**config.mk**
```make
export PLATFORM = sky130hd
export DESIGN_NAME = mac_tx_arbiter
export DESIGN_NICKNAME = d
export VERILOG_FILES = /design/src/rtl/mac_tx_arbiter.sv
export SDC_FILE = /design/constraint.sdc
export NUM_CORES = 1
export LEC_CHECK = 0
export ABC_CLOCK_PERIOD_IN_PS = 2630
export BUFFER_PORTS_ARGS = -buffer_cell sky130_fd_sc_hd__buf_2
export CAP_MARGIN = 30
export CORE_UTILIZATION = 43
export DETAILED_ROUTE_END_ITERATION = 6
export PLACE_DENSITY = 0.63
export SLEW_MARGIN = 20
export SYNTH_ARGS = -nofsm -noshare
export SYNTH_HDL_FRONTEND = slang
export SYNTH_SLANG_ARGS = --single-unit
export TNS_END_PERCENT = 20
```
**constraint.sdc**
```tcl
create_clock -name clock -period 2.63 [get_ports clock]
set_input_delay 0 -clock clock [delete_from_list [all_inputs] [get_ports clock]]
set_output_delay 0 -clock clock [all_outputs]
set_load 0.03 [all_outputs]
```
**src/rtl/mac_tx_arbiter.sv**
```systemverilog
// -----------------------------------------------------------------------------
// mac_tx_arbiter
//
// Frame-level round-robin arbiter sharing the MAC transmit path between two
// AXI-Stream byte sources. One whole frame is forwarded at a time. Frames
// shorter than MIN_FRAME_BYTES are zero-padded so that frame plus FCS reaches
// the Ethernet minimum. After each frame, an idle gap of IFG_CYCLES cycles is
// enforced before the next arbitration.
//
// Ports:
//   clock, aresetn              single clock, asynchronous active-low reset
//   saxis0_* / saxis1_*         requester byte streams (tdata/tvalid/tready/
//                               tlast/tuser, tuser = frame error flag)
//   maxis_*                     padded byte stream towards the CRC-append stage
//   grant[1:0]                  one-hot owner of the current frame, 0 when idle
//   busy                        high whenever a frame or gap is in progress
// -----------------------------------------------------------------------------
module mac_tx_arbiter #(
    parameter int MIN_FRAME_BYTES = 60,
    parameter int IFG_CYCLES      = 12,
    parameter int COUNT_WIDTH     = 11
) (
    input  logic       clock,
    input  logic       aresetn,

    input  logic [7:0] saxis0_tdata,
    input  logic       saxis0_tvalid,
    output logic       saxis0_tready,
    input  logic       saxis0_tlast,
    input  logic       saxis0_tuser,

    input  logic [7:0] saxis1_tdata,
    input  logic       saxis1_tvalid,
    output logic       saxis1_tready,
    input  logic       saxis1_tlast,
    input  logic       saxis1_tuser,

    output logic [7:0] maxis_tdata,
    output logic       maxis_tvalid,
    input  logic       maxis_tready,
    output logic       maxis_tlast,
    output logic       maxis_tuser,

    output logic [1:0] grant,
    output logic       busy
);

    typedef enum logic [1:0] {
        S_IDLE,
        S_DATA,
        S_PAD,
        S_GAP
    } state_t;

    localparam int GAP_W = (IFG_CYCLES > 1) ? $clog2(IFG_CYCLES) : 1;

    // Count value of the byte that completes a minimum-length frame.
    localparam logic [COUNT_WIDTH-1:0] MIN_LAST  = COUNT_WIDTH'(MIN_FRAME_BYTES - 1);
    localparam logic [COUNT_WIDTH-1:0] COUNT_MAX = '1;
    localparam logic [GAP_W-1:0]       GAP_LAST  =
        GAP_W'((IFG_CYCLES > 0) ? IFG_CYCLES - 1 : 0);

    // Where a completed frame goes: straight back to arbitration when no gap.
    localparam state_t S_DONE = (IFG_CYCLES == 0) ? S_IDLE : S_GAP;

    state_t                 state_q,      state_d;
    logic [1:0]             grant_q,      grant_d;
    logic                   last_grant_q, last_grant_d;  // index of last port served
    logic [COUNT_WIDTH-1:0] byte_count_q, byte_count_d;
    logic                   err_sticky_q, err_sticky_d;
    logic [GAP_W-1:0]       gap_count_q,  gap_count_d;

    // Granted-port view of the inputs.
    logic                   sel_port;
    logic [7:0]             sel_tdata;
    logic                   sel_tvalid;
    logic                   sel_tlast;
    logic                   sel_tuser;
    logic                   pick_port1;
    logic [COUNT_WIDTH-1:0] count_inc;
    logic                   min_reached;

    assign sel_port   = grant_q[1];
    assign sel_tdata  = sel_port ? saxis1_tdata  : saxis0_tdata;
    assign sel_tvalid = sel_port ? saxis1_tvalid : saxis0_tvalid;
    assign sel_tlast  = sel_port ? saxis1_tlast  : saxis0_tlast;
    assign sel_tuser  = sel_port ? saxis1_tuser  : saxis0_tuser;

    // On a tie the port that was not served last wins.
    assign pick_port1 = (saxis0_tvalid && saxis1_tvalid) ? ~last_grant_q : saxis1_tvalid;

    // Saturating increment: once pinned at the maximum the count stays above
    // MIN_LAST, so a long frame can never fall back into the padding decision.
    assign count_inc   = (byte_count_q == COUNT_MAX) ? byte_count_q
                                                     : byte_count_q + COUNT_WIDTH'(1);
    assign min_reached = (byte_count_q >= MIN_LAST);

    assign grant = grant_q;
    assign busy  = (state_q != S_IDLE);

    // NOTE: every signal written here gets a default first, so no path through
    // the case statement leaves a value unassigned and no latch is inferred.
    always_comb begin
        state_d       = state_q;
        grant_d       = grant_q;
        last_grant_d  = last_grant_q;
        byte_count_d  = byte_count_q;
        err_sticky_d  = err_sticky_q;
        gap_count_d   = gap_count_q;
        maxis_tdata   = 8'h00;
        maxis_tvalid  = 1'b0;
        maxis_tlast   = 1'b0;
        maxis_tuser   = 1'b0;
        saxis0_tready = 1'b0;
        saxis1_tready = 1'b0;

        case (state_q)
            S_IDLE: begin
                if (saxis0_tvalid || saxis1_tvalid) begin
                    grant_d      = pick_port1 ? 2'b10 : 2'b01;
                    last_grant_d = pick_port1;
                    byte_count_d = '0;
                    err_sticky_d = 1'b0;
                    state_d      = S_DATA;
                end
            end

            S_DATA: begin
                maxis_tdata   = sel_tdata;
                maxis_tvalid  = sel_tvalid;
                maxis_tuser   = sel_tuser | err_sticky_q;
                // A short frame's final byte is sent without tlast; S_PAD ends it.
                maxis_tlast   = sel_tlast & min_reached;
                saxis0_tready = ~sel_port & maxis_tready;
                saxis1_tready =  sel_port & maxis_tready;

                if (sel_tvalid && maxis_tready) begin
                    byte_count_d = count_inc;
                    err_sticky_d = err_sticky_q | sel_tuser;
                    if (sel_tlast) begin
                        if (min_reached) begin
                            state_d     = S_DONE;
                            gap_count_d = '0;
                            grant_d     = (S_DONE == S_IDLE) ? 2'b00 : grant_q;
                        end else begin
                            state_d = S_PAD;
                        end
                    end
                end
            end

            S_PAD: begin
                // Driven purely from registered state, so stable under backpressure.
                maxis_tvalid = 1'b1;
                maxis_tuser  = err_sticky_q;
                maxis_tlast  = (byte_count_q == MIN_LAST);

                if (maxis_tready) begin
                    byte_count_d = count_inc;
                    if (byte_count_q == MIN_LAST) begin
                        state_d     = S_DONE;
                        gap_count_d = '0;
                        grant_d     = (S_DONE == S_IDLE) ? 2'b00 : grant_q;
                    end
                end
            end

            S_GAP: begin
                if (gap_count_q == GAP_LAST) begin
                    state_d = S_IDLE;
                    grant_d = 2'b00;
                end else begin
                    gap_count_d = gap_count_q + GAP_W'(1);
                end
            end

            default: begin
                state_d = S_IDLE;
                grant_d = 2'b00;
            end
        endcase
    end

    // NOTE: state registers use non-blocking assignments so every flop samples
    // the values of the previous cycle, independent of statement order.
    always_ff @(posedge clock or negedge aresetn) begin
        if (!aresetn) begin
            state_q      <= S_IDLE;
            grant_q      <= 2'b00;
            last_grant_q <= 1'b1;  // port 0 wins the first tie
            byte_count_q <= '0;
            err_sticky_q <= 1'b0;
            gap_count_q  <= '0;
        end else begin
            state_q      <= state_d;
            grant_q      <= grant_d;
            last_grant_q <= last_grant_d;
            byte_count_q <= byte_count_d;
            err_sticky_q <= err_sticky_d;
            gap_count_q  <= gap_count_d;
        end
    end

endmodule
```
==> run summary <==
Outcome = finished clean
Most common cell after layout, fill and taps aside = buf_2
Met3 WL = 87 um
Startpoint Class = flip-flop
Worst-path cell chain = inv_1 -> ha_1 -> o21ba_2 -> a211oi_1 -> nand4_1 -> nor4b_1 -> a211oi_1
Pre-antenna DRT Iters = 5
Most frequent cells in the layout = buf_2 (40), dfrtp_1 (20), nor2_1 (19)
Initial drt markers = 70
RSZ-0062 raised after global routing = no
Dpl hpwl = 3.107 mm
Hold Path Class = primary input to flip-flop
Cell family with most CP delay = compound AO/OA/AOI/OAI gates
Avg Cell Area, Syn = 8.772 sq um
CTS sink cnt = 21
Area post-placement = 1907 sq um
GR Util All Layers = 21.80%
Via count = 1565
WP data required = 2.78 ns
Max rail drop VDD = 0.7798 mV
CP dominant cell by count = a211oi_1
Synth Instances = 187
CP bufs+invs = 1
Worst-skew pair later-pin latency = 0.27 ns
Total Negative Setup Slacks = 0 ns
Leak = 0.9301 nW
Setup Buffers After CTS = 0
Die Area = 4066 sq um
Uppermost layer routed = met4
Top FF cell, synth = dfrtp_1
Standard-cell row count = 22
Antenna violations before repair = 0
Vias/cell = 5.650
I/O pin cnt = 41
WHS = 0.04652 ns
Count of pins over their slew limit = 0
Cell area after layout = 1973 sq um
Vias in the first global route = 1505
CTS HTree Levels = 1
Register area share after synthesis = 32.11%
PortBufs = 40
Reg area = 526.8 sq um
Critical path's largest stage delay = 0.54 ns
Synth warnings = 0
Slew HR = 54.95%
Netlist cell types = 50
Clock root cell = clkbuf_8
Worst setup EP type = flip-flop
CP Class = flip-flop to flip-flop
Gr ovfl total = 0
Share of cells above drive strength 1 = 31.44%
Asr flop ratio synth = 100.0%
Routed wire length = 4.107 mm
Synth area leader = dfrtp_1
Wl on met1 = 1.997 mm
CTS max path bufs = 2
Max_cap viols = 0
Clock transition at path regs = 0.08 ns
Critical Path Slowest Stage Cell = a211oi_1
Fillers = 333
Data arrival, critical path = 2.52 ns
Detailed-route DRC error count = 0
CP max FO = 6
Worst slew pin tran = 0.6717 ns
Mapped Area = 1640 sq um
Post-synth top area share = 30.51%
Clock skew after layout = 0.002520 ns
Yosys reg bits = 21
Die Ht = 63.77 um
Power per cell area = 1181 nW/um^2
Syn nets = 218
Top cells by area, synth = dfrtp_1 (31%), mux2i_1 (6.1%), mux2_2 (5.5%)
Die width = 63.77 um
Minimum clock period = 2.370 ns
Core Area = 3661 sq um
Fmax = 0.4220 GHz
Number of synthesized flops with an enable pin = 0
Wire length on met2 = 1.946 mm
Gp weighted congestion = 0.7906
Antenna Diode Count = 0
WL/cell = 14.83 um
Multi-input logic area = 1052 sq um
Num CTS Buffers = 3
Final Hold Vio Count = 0
CTS tree = built
Fin nets = 261
Area delta synth->final = 20.29%
Largest net degree at the start of global routing = 22
Global-route wire length before repair = 6.906 mm
Fin crit share = 90.11%
Routed Antenna Nets = 0
Setup violations, final = 0
Initial Utilization = 44.81%
-- metrics by stage --
stage                     worst slack (ns)  cells  power, mW  utilization, %
after CTS                           0.2766    277      2.341           53.90
after global routing               0.04233    277      2.535           53.90
after detailed placement            0.3283    271      2.110           52.08
after floorplan                     0.3782    187      1.698               -
after global placement              0.3630    271      2.053           52.08
final                               0.2602    277      2.331           53.90
-- power by group --
part           switching [mW]  internal [mW]
combinational           0.944          0.614
sequential              0.119          0.428
clock                   0.119          0.106
-- registers in the layout (all words and copies together) (netlist names) --
signal and flops:
byte_count_q 11, gap_count_q 4, grant 2, state_q 2
err_sticky_q 1, last_grant_q 1
-- logic make-up (layout without fill, tap and decap cells) --
group	after synthesis	count (layout)	synth area share [%]
mux	18	18	11.59
fa+ha+maj	6	6	4.577
flops	21	21	32.11
buf+inv	16	58	3.737
compound gates	47	47	22.43
simple gates	79	79	25.55
-- routing by layer --
layer,global-route usage (%),up-vias
met4,11.36,0
met3,2.143,5
met1,30.01,759
met2,33.64,18
li1,-,783
met5,0,-
-- layout make-up --
| type | count | area share (%) |
|---|---|---|
| flip-flops and latches | 21 | 26.70 |
| multi-input cells | 150 | 53.33 |
| inverters | 6 | 1.141 |
| well taps | 48 | 3.044 |
| repair buffers | 48 | 13.44 |
| clock inverters | 1 | 0.2536 |
| clock buffers | 3 | 2.093 |
-- path summary, 6_finish.rpt --
kind	cells after the start	from	slack [ns]	to
max	7	state_q[1]	0.26	state_q[0]
min	3	saxis1_tvalid	0.05	last_grant_q
max reg2reg	7	state_q[1]	0.26	state_q[0]
min reg2reg	1	grant[0]	0.53	grant[0]
max in group asynchronous	2	aresetn	2.05	last_grant_q
min in group asynchronous	2	aresetn	0.22	byte_count_q[5]
-- cell usage after synthesis (all sizes together), types with 2 or more instances --
cell type,instances
a211oi,4
a21oi,8
a22o,6
a31oi,2
and3,6
buf,2
clkbuf,8
dfrtp,20
ha,6
inv,5
mux2,8
mux2i,10
nand2,13
nand2b,3
nand3,10
nand4,4
nor2,19
nor2b,5
nor3,10
nor3b,2
o21ai,9
o2bb2ai,2
o31ai,2
o41ai,2
-- worst min-delay path: cells and delay by family --
kind | cells | cell delay (ns)
buffers and inverters | 1 | 0.14
AO/OA/AOI/OAI | 2 | 0.17
-- repair_timing --
action	4_1_cts	5_1_grt
endpoints found under the setup margin	0	0
resized for setup	0	0
hold buffers	2	0
hold endpoints to repair	21	0
(Power assumes the default switching activity.)
